[src/rtl/mem_stream_pkg.sv]
// Shared definitions for the memory stream master: FSM states and word/lane geometry.
package mem_stream_pkg;

    localparam int unsigned BYTES_PER_WORD = 4;
    localparam int unsigned LANE_W         = $clog2(BYTES_PER_WORD);
    localparam int unsigned WORD_W         = 8 * BYTES_PER_WORD;

    typedef enum logic [2:0] {
        S_IDLE      = 3'd0,
        S_L_COLLECT = 3'd1,
        S_L_WRITE   = 3'd2,
        S_D_READ    = 3'd3,
        S_D_SEND    = 3'd4,
        S_DONE      = 3'd5
    } state_t;

endpackage

[src/rtl/mem_stream_master.sv]
// Bus initiator: packs a byte stream into sequential word writes (load) and
// unpacks sequential word reads into a byte stream (dump), little-endian.
// Outputs are registered from the next-state decode, so every output is a flop.
module mem_stream_master
    import mem_stream_pkg::*;
#(
    parameter int unsigned ADDR_W = 32,
    parameter int unsigned CNT_W  = 16
) (
    input  logic              clk,
    input  logic              reset,
    input  logic              start_load,
    input  logic              start_dump,
    input  logic              abort,
    input  logic [ADDR_W-1:0] base_addr,
    input  logic [CNT_W-1:0]  word_count,
    input  logic              in_valid,
    input  logic [7:0]        in_data,
    output logic              in_ready,
    output logic              out_valid,
    output logic [7:0]        out_data,
    input  logic              out_ready,
    output logic              mem_rd,
    output logic              mem_wr,
    output logic [ADDR_W-1:0] mem_addr,
    output logic [WORD_W-1:0] mem_wdata,
    input  logic [WORD_W-1:0] mem_rdata,
    output logic              busy,
    output logic              done
);

    state_t              state_q, state_d;
    logic [ADDR_W-1:0]   base_q, base_d;
    logic [CNT_W-1:0]    cnt_q, cnt_d;
    logic [CNT_W-1:0]    word_idx_q, word_idx_d;
    logic [LANE_W-1:0]   byte_idx_q, byte_idx_d;
    logic [WORD_W-1:0]   shift_q, shift_d;
    logic [WORD_W-1:0]   wbuf_q, wbuf_d;
    logic [ADDR_W-1:0]   addr_d;

    localparam logic [LANE_W-1:0] LAST_LANE = LANE_W'(BYTES_PER_WORD - 1);

    // Next-state and datapath update; abort overrides every transition.
    always_comb begin
        state_d    = state_q;
        base_d     = base_q;
        cnt_d      = cnt_q;
        word_idx_d = word_idx_q;
        byte_idx_d = byte_idx_q;
        shift_d    = shift_q;
        wbuf_d     = wbuf_q;

        case (state_q)
            S_IDLE: begin
                if (start_load || start_dump) begin
                    base_d     = base_addr & ~ADDR_W'(3);
                    cnt_d      = word_count;
                    word_idx_d = '0;
                    byte_idx_d = '0;
                    if (word_count == '0) begin
                        state_d = S_DONE;
                    end else if (start_load) begin
                        state_d = S_L_COLLECT;
                    end else begin
                        state_d = S_D_READ;
                    end
                end
            end
            S_L_COLLECT: begin
                if (in_valid && in_ready) begin
                    wbuf_d[{byte_idx_q, 3'b000} +: 8] = in_data;
                    byte_idx_d = byte_idx_q + LANE_W'(1);
                    if (byte_idx_q == LAST_LANE) begin
                        state_d = S_L_WRITE;
                    end
                end
            end
            S_L_WRITE: begin
                word_idx_d = word_idx_q + CNT_W'(1);
                state_d    = (word_idx_d == cnt_q) ? S_DONE : S_L_COLLECT;
            end
            S_D_READ: begin
                shift_d = mem_rdata;
                state_d = S_D_SEND;
            end
            S_D_SEND: begin
                if (out_ready) begin
                    shift_d    = shift_q >> 8;
                    byte_idx_d = byte_idx_q + LANE_W'(1);
                    if (byte_idx_q == LAST_LANE) begin
                        word_idx_d = word_idx_q + CNT_W'(1);
                        state_d    = (word_idx_d == cnt_q) ? S_DONE : S_D_READ;
                    end
                end
            end
            S_DONE: begin
                state_d = S_IDLE;
            end
            default: begin
                state_d = S_IDLE;
            end
        endcase

        if (abort) begin
            state_d = S_IDLE;
        end

        addr_d = base_d + (ADDR_W'(word_idx_d) << 2);
    end

    // State and datapath registers.
    always_ff @(posedge clk or negedge reset) begin
        if (!reset) begin
            state_q    <= S_IDLE;
            base_q     <= '0;
            cnt_q      <= '0;
            word_idx_q <= '0;
            byte_idx_q <= '0;
            shift_q    <= '0;
            wbuf_q     <= '0;
        end else begin
            state_q    <= state_d;
            base_q     <= base_d;
            cnt_q      <= cnt_d;
            word_idx_q <= word_idx_d;
            byte_idx_q <= byte_idx_d;
            shift_q    <= shift_d;
            wbuf_q     <= wbuf_d;
        end
    end

    // Registered outputs decoded from the state being entered.
    always_ff @(posedge clk or negedge reset) begin
        if (!reset) begin
            in_ready  <= 1'b0;
            out_valid <= 1'b0;
            out_data  <= '0;
            mem_rd    <= 1'b0;
            mem_wr    <= 1'b0;
            mem_addr  <= '0;
            mem_wdata <= '0;
            busy      <= 1'b0;
            done      <= 1'b0;
        end else begin
            in_ready  <= (state_d == S_L_COLLECT);
            out_valid <= (state_d == S_D_SEND);
            out_data  <= (state_d == S_D_SEND) ? shift_d[7:0] : 8'h00;
            mem_rd    <= (state_d == S_D_READ);
            mem_wr    <= (state_d == S_L_WRITE);
            mem_addr  <= (state_d == S_D_READ || state_d == S_L_WRITE) ? addr_d : '0;
            mem_wdata <= (state_d == S_L_WRITE) ? wbuf_d : '0;
            busy      <= (state_d != S_IDLE);
            done      <= (state_d == S_DONE);
        end
    end

endmodule

[config.mk]
export PLATFORM = sky130hd
export DESIGN_NAME = mem_stream_master
export DESIGN_NICKNAME = d
export VERILOG_FILES = /design/src/rtl/mem_stream_pkg.sv /design/src/rtl/mem_stream_master.sv
export SDC_FILE = /design/constraint.sdc
export NUM_CORES = 1
export LEC_CHECK = 0
export BUFFER_PORTS_ARGS = -buffer_cell sky130_fd_sc_hd__buf_2
export CAP_MARGIN = 25
export CORE_MARGIN = 5
export CORE_UTILIZATION = 53
export CTS_BUF_LIST = sky130_fd_sc_hd__clkbuf_16
export CTS_CLUSTER_SIZE = 25
export DETAILED_ROUTE_END_ITERATION = 8
export GPL_TIMING_DRIVEN = 0
export HOLD_SLACK_MARGIN = 0.02
export PLACE_DENSITY = 0.87
export SKIP_LAST_GASP = 1
export SYNTH_ARGS = -nofsm -noshare
export SYNTH_HDL_FRONTEND = slang
export SYNTH_SLANG_ARGS = --single-unit
[constraint.sdc]
create_clock -name clk -period 5.2 [get_ports clk]
set_input_delay 0.26 -clock clk [delete_from_list [all_inputs] [get_ports clk]]
set_output_delay 0.26 -clock clk [all_outputs]
set_load 0.02 [all_outputs]
Yosys cells after proc, flatten, opt, wreduce, memory -nomap -nowiden
Index checks and enable logic that the tools add are counted.
{"block": "word_totals", "ff_bits": 211, "elab_cells": 77, "out_inout_bits": 78, "in_bits": 95}
{"block": "classes", "reduce_logical": 11, "n_addsub": 4, "n_eq_ne": 14, "n_shift": 2, "n_mux": 29}
{"cell": "two-way mux 32 bit", "count": 7}
{"cell": "one-hot mux 32 bit (2 select lines)", "count": 1}
{"cell": "two-way mux 16 bit", "count": 3}
{"cell": "one-hot mux 16 bit (3 select lines)", "count": 1}
{"cell": "adder 32 x 18 -> 32 bit", "count": 1}
{"cell": "bitwise mux 32 bit", "count": 1}
{"cell": "variable shift 8 x 7 -> 32 bit (first input constant)", "count": 1}
{"cell": "variable part select 8 x 7 -> 32 bit", "count": 1}
{"cell": "two-way mux 3 bit", "count": 9}
{"cell": "adder 16 x 1 -> 16 bit (second input constant)", "count": 1}
{"cell": "== test 16 bit", "count": 1}
{"cell": "logical NOT 16 bit", "count": 1}
{"cell": "one-hot mux 3 bit (5 select lines)", "count": 1}
{"cell": "== test 3 x 2 -> 1 bit (second input constant)", "count": 4}
{"cell": "== test 3 bit (second input constant)", "count": 3}
{"cell": "two-way mux 2 bit", "count": 4}
{"cell": "two-way mux 8 bit", "count": 1}
{"cell": "negation 5 -> 7 bit", "count": 1}
{"cell": "== test 3 x 1 -> 1 bit (second input constant)", "count": 2}
{"cell": "inequality test 2 bit (second input constant)", "count": 3}
{"cell": "one-hot mux 2 bit (3 select lines)", "count": 1}
{"cell": "nonzero test 3 bit", "count": 2}
{"cell": "AND reduction 2 bit", "count": 2}
{"cell": "AND reduction 4 bit", "count": 1}
{"cell": "other kinds (6)", "count": 7}

Longest topological paths before layout
{"block": "depth", "word_depth": 10, "ltp_mapped": 22, "mapped_depth_nobuf": 17}

Least setup slack after synthesis
No wires, ideal clock.
{"block": "synth_timing", "path_kind": "register to register", "startpoint": "register state_q[0]", "endpoint": "register mem_addr[22]", "t_arrival_ns": 4.691, "path_buffers": 6, "period_less_slack_ns": 4.770, "required_ns": 5.122, "path_stages_with_launch": 23, "slack_ns": 0.430, "setup_time_ns": 0.078, "path_cell_list": "dfrtp_1 clkbuf_1 nor3_1 o21ai_1 buf_2 clkbuf_1 buf_1 clkbuf_1 nand2_1 nand2_1 ha_1 inv_1 fa_1 nor2b_1 o21a_1 o21a_1 nor3b_1 o311ai_1 a22o_1 o21a_1 buf_6 or4_1 a21oi_1"}
{"block": "synth_between", "word_cells_on_any_way": 19, "classes_between": "1 x add/sub; 6 x eq/ne; 10 x mux; 2 x reduce/logical"}
{"element": "start: declaration", "line_no": "mem_stream_master.sv:32", "text": "state_t state_q, state_d;"}
{"element": "start signal: assignment", "line_no": "mem_stream_master.sv:122", "text": "state_q <= state_d;"}
{"element": "logical NOT 3 bit", "line_no": "mem_stream_master.sv:53", "text": "case (state_q)"}
{"element": "two-way mux 32 bit", "line_no": "mem_stream_master.sv:53"}
{"element": "named net base_d[2]", "line_no": "mem_stream_master.sv:33", "text": "logic [ADDR_W-1:0] base_q, base_d;"}
{"element": "adder 32 x 18 -> 32 bit", "line_no": "mem_stream_master.sv:108", "text": "addr_d = base_d + (ADDR_W'(word_idx_d) << 2);"}
{"element": "two-way mux 32 bit", "line_no": "mem_stream_master.sv:150", "text": "mem_addr <= (state_d == S_D_READ || state_d == S_L_WRITE) ? addr_d : '0;"}
{"element": "end signal: assignment", "line_no": "mem_stream_master.sv:150"}
{"element": "end: declaration", "line_no": "mem_stream_master.sv:25", "text": "output logic [ADDR_W-1:0] mem_addr,"}
The timed path passes the listed nets, and every way through them passes these cells.
A chain may end at the register's enable or synchronous reset.

Worst setup path in the final report
{"block": "layout_timing", "startpoint": "register byte_idx_q[0]", "endpoint": "register mem_addr[22]"}
{"block": "layout_between", "word_cells_on_any_way": 15, "classes_between": "1 x add/sub; 3 x eq/ne; 10 x mux; 1 x reduce/logical"}
{"element": "start: declaration", "line_no": "mem_stream_master.sv:36", "text": "logic [LANE_W-1:0] byte_idx_q, byte_idx_d;"}
{"element": "start signal: assignment", "line_no": "mem_stream_master.sv:126", "text": "byte_idx_q <= byte_idx_d;"}
{"element": "== test 2 bit", "line_no": "mem_stream_master.sv:90", "text": "if (byte_idx_q == LAST_LANE) begin"}
{"element": "two-way mux 16 bit", "line_no": "mem_stream_master.sv:90"}
{"element": "two-way mux 16 bit", "line_no": "mem_stream_master.sv:87", "text": "if (out_ready) begin"}
{"element": "one-hot mux 16 bit (3 select lines)", "line_no": "mem_stream_master.sv:53"}
{"element": "named net word_idx_d[0]", "line_no": "mem_stream_master.sv:35", "text": "logic [CNT_W-1:0] word_idx_q, word_idx_d;"}
{"element": "adder 32 x 18 -> 32 bit", "line_no": "mem_stream_master.sv:108"}
{"element": "two-way mux 32 bit", "line_no": "mem_stream_master.sv:150"}
The timed path passes the listed nets, and every way through them passes these cells.

==> impl_results.rst <==
.. list-table::
   :header-rows: 1

   * - Metric
     - Value
   * - Fraction of the cycle the final worst path needs
     - 0.9518
   * - Launching element of the worst setup path
     - byte_idx_q[0]
   * - Achievable Freq
     - 202.0 MHz
   * - Overflow after GRT
     - 0
   * - Min-Delay Endpoint
     - base_q[29]
   * - Leakage
     - 0.006282 µW
   * - Clk Tree Root Cell
     - clkbuf_16
   * - Vertical extent of the die
     - 147.0 µm
   * - Cell accounting for the most synthesized area
     - dfrtp_1
   * - Number of DRC markers in iteration 0
     - 641
   * - Synthesized net count
     - 1156
   * - Highest-delay cell along the critical path
     - or4_1
   * - First-pass GRT wire length
     - 42000 µm
   * - Number of global-route vias before repair
     - 8646
   * - Synthesized area per cell
     - 9.593 µm²
   * - Share of final-layout standard cells stronger than drive strength 1
     - 0.1806
   * - Via density
     - 5.604
   * - Setup Slack @ Placement
     - -945.7 ps
   * - Number of max-slew violations in the final report
     - 0
   * - Max stage delay on crit path
     - 480 ps
   * - Hold Path Origin
     - base_addr[29]
   * - Core Box Area
     - 18580 µm²
   * - Horiz. Die Dim
     - 147.0 µm
   * - Final WL
     - 26370 µm
   * - Fraction of synthesized cell area taken by the top area cell type
     - 0.5308
   * - Pin count of the biggest net entering global routing
     - 125
   * - Share of async-settable or async-resettable flops after synthesis
     - 1.000
   * - Net count, final
     - 1410
   * - Number of DRC violations after detailed routing
     - 0
   * - CTS clk-pin slew, worst paths
     - 60 ps
   * - DP Wirelength
     - 18420 µm
   * - Critical register-to-register path startpoint
     - byte_idx_q[0]
   * - Initial cell density of the core
     - 0.5354
   * - Count of antenna-violating nets left after detailed routing
     - 0
   * - Wire length on met3
     - 1513 µm
   * - Hold Crit Class
     - input port to register
   * - Result of the run
     - finished clean
   * - Mapped Cells
     - 1037
   * - Post-synthesis register bit count
     - 211
   * - Slack of the worst reg-to-reg path
     - 250 ps
   * - Die area
     - 21610 µm²
   * - Maximum level of the CTS H-tree
     - 1
   * - Crit-path cells
     - ha_1 > nand4b_1 > a21o_1 > buf_2 > clkbuf_1 > o21ai_1 > ha_1 > inv_1 > fa_1 > nor2b_1 > o21a_1 > o21a_1 > nor3b_2 > o311ai_1 > a22o_1 > o21a_1 > buf_6 > or4_1 > a21oi_1
   * - CP bufs+invs
     - 4
   * - Post-route clock skew
     - 13.23 ps
   * - IO buf count
     - 170
   * - Main area contributors after synthesis
     - dfrtp_1 (53%), nand2_1 (10%), o21ai_0 (3.5%), ha_1 (2.9%), and2_1 (2.6%)
   * - Cell mode on critical path
     - o21a_1
   * - Most frequent cells after synthesis
     - nand2_1 (265), dfrtp_1 (211), o21ai_0 (69)
   * - Final number of setup-violating endpoints
     - 0
   * - Hold depth
     - 3
   * - Final Hold Vio Count
     - 0
   * - Routed len/inst
     - 17.08 µm
   * - Crit. End Element
     - register
   * - TritonCTS Buffers
     - 23
   * - Top FF cell, synth
     - dfrtp_1
   * - Kind of critical path
     - register to register
   * - Worst endpoint data arrival time
     - 5380 ps
   * - Number of different library cells in the post-synthesis netlist
     - 70
   * - Count leader, synth
     - nand2_1
   * - Routed met2 length
     - 12670 µm
   * - Maximum net fanout on the critical path
     - 10
   * - Area delta synth->final
     - 24.78%
   * - Number of vias after detailed routing
     - 8652
   * - Total chip power
     - 4436 µW
   * - Clock sinks
     - 211
   * - Synthesized cell area
     - 9948 µm²
   * - Antenna violations before repair
     - 2
   * - Worst Setup Start Kind
     - register
   * - Max-capacitance violation count
     - 0
   * - Maximum root-to-sink buffer count
     - 3
   * - Unrepaired setup endpoints after global routing
     - true
   * - GP Congestion
     - 0.9291
   * - Met1 Wirelength
     - 10960 µm
   * - Relative slew slack
     - 0.3732
   * - Slew at the pin with the worst max-slew slack
     - 938.2 ps
   * - Total I/O pin count
     - 173
   * - Peak VDD IR
     - 0.2429 mV
   * - Pwr dens
     - 357.4 nW/µm²
   * - Top Layer Used
     - met4
   * - CTS tree
     - done
   * - Core utilization of the finished layout
     - 0.6681
   * - Largest delay contributor family on the critical path
     - compound AO/OA/AOI/OAI gates
   * - Insertion delay of the later-clocked pin in the worst-skew pair
     - 510 ps
   * - Count of yosys warnings during synthesis
     - 0
   * - Std cell rows
     - 50
   * - CP Data Required Time
     - 5630 ps
   * - Sequential share of the synthesized area
     - 0.5308
   * - Global-route usage over all layers
     - 0.2375
   * - Drt first pass iters
     - 5
   * - Final worst setup slack
     - 250.4 ps
   * - Final critical-path required period
     - 4950 ps
   * - Number of synthesized flops with an enable pin
     - 0
   * - Cell count of the worst reg-to-reg path
     - 19
   * - Endpoint of the most critical register-to-register path
     - mem_addr[22]
sequential cells by signal, indices dropped and copies added (netlist names):
| signal | cells |
|---|---|
| base_q | 32 |
| mem_wr | 1 |
| mem_addr | 32 |
| out_data | 8 |
| busy | 1 |
| byte_idx_q | 2 |
| state_q | 3 |
| mem_wdata | 32 |
| word_idx_q | 16 |
| cnt_q | 16 |
| mem_rd | 1 |
| shift_q | 32 |
| in_ready | 1 |
| out_valid | 1 |
| wbuf_q | 32 |
| done | 1 |
through the flow:
| stage | area [µm²] | instances | hold slack, ps | TNS, ps |
|---|---|---|---|---|
| after CTS | 12390 | 1540 | 23.80 | 0 |
| final | 12410 | 1544 | 35.08 | 0 |
| after detailed placement | 11130 | 1442 | 304.3 | -11700 |
| after global routing | 12410 | 1543 | 47.81 | -40.05 |
| after floorplan | 9948 | 1037 | -35.59 | 0 |
| after global placement | 11090 | 1441 | 452.7 | -9429 |
layout by cell type, fill, tap and decap left out, drive strengths merged, types with 8 or more instances in the layout:
master         n
nand2        265
o21ai         72
nor3b         12
inv           34
nand3         21
a22oi         27
dfrtp        211
a31oi         10
ha            23
nor3          17
and2          42
xnor2         25
dlygate4sd3   60
buf          186
a21oi         35
nor2          40
nor4          10
a21o          10
o211a          8
clkbuf        56
or3            9
xor2          14
nand4         13
where the power goes:
part / switching, µW / total [µW] / leakage [µW] / internal (µW)
sequential: 134 / 2040 / 0.00279 / 1910
clock: 640 / 1440 / 0.000358 / 800
combinational: 588 / 955 / 0.00313 / 367
worst register-to-register path: cells and delay by family (launching register included):
family          cells  cell delay [ps]
compound gates      8             1720
fa+ha+maj           3              930
buf+inv             4              660
flops               1              440
simple gates        4             1140
cells by family (layout without fill, tap and decap cells):
logic type	Yosys count	after routing	share of synthesized area
DFF	211	211	0.5308
adders and majority gates	24	24	0.03094
xor gates and xnor gates	39	39	0.03698
buffers and inverters	74	344	0.03006
and+or+nand+nor	463	463	0.2168
other	0	3	0
muxes	13	13	0.01383
AOI/OAI and AO/OA	213	213	0.1406
worst max path at each step:
| stage | to | cells after the start |
|---|---|---|
| CTS | mem_addr[22] | 19 |
| floorplan | mem_addr[22] | 22 |
| detailed placement | mem_addr[22] | 22 |
| global placement | mem_addr[22] | 22 |
| finish | mem_addr[22] | 19 |
| global route | mem_addr[22] | 19 |
final cells by class:
type | count | area, µm²
Timing Repair Buffer | 233 | 1504
Tap cell | 234 | 292.8
Multi-Input combinational cell | 752 | 4378
Clock inverter | 18 | 83.83
Inverter | 24 | 90.09
Buffer | 46 | 201.4
Sequential cell | 211 | 5280
Fill cell | 1432 | 6167
Antenna cell | 3 | 7.507
Clock buffer | 23 | 575.6
what timing repair did:
| action | in CTS | in global routing |
|---|---|---|
| pin swaps | 0 | 1 |
| hold buffers | 60 | 0 |
| setup buffers | 0 | 2 |
| endpoints found under the hold margin | 146 | 0 |
| setup endpoints to repair | 21 | 15 |
| gates resized for setup | 5 | 5 |
per-layer routing:
| metal | GRT usage | vias up |
|---|---|---|
| met4 | 0.1086 | 0 |
| li1 | - | 4094 |
| met5 | 0 | - |
| met2 | 0.3987 | 340 |
| met1 | 0.3046 | 4123 |
| met3 | 0.03794 | 95 |
Note: power is estimated with default switching activity, not from simulation.
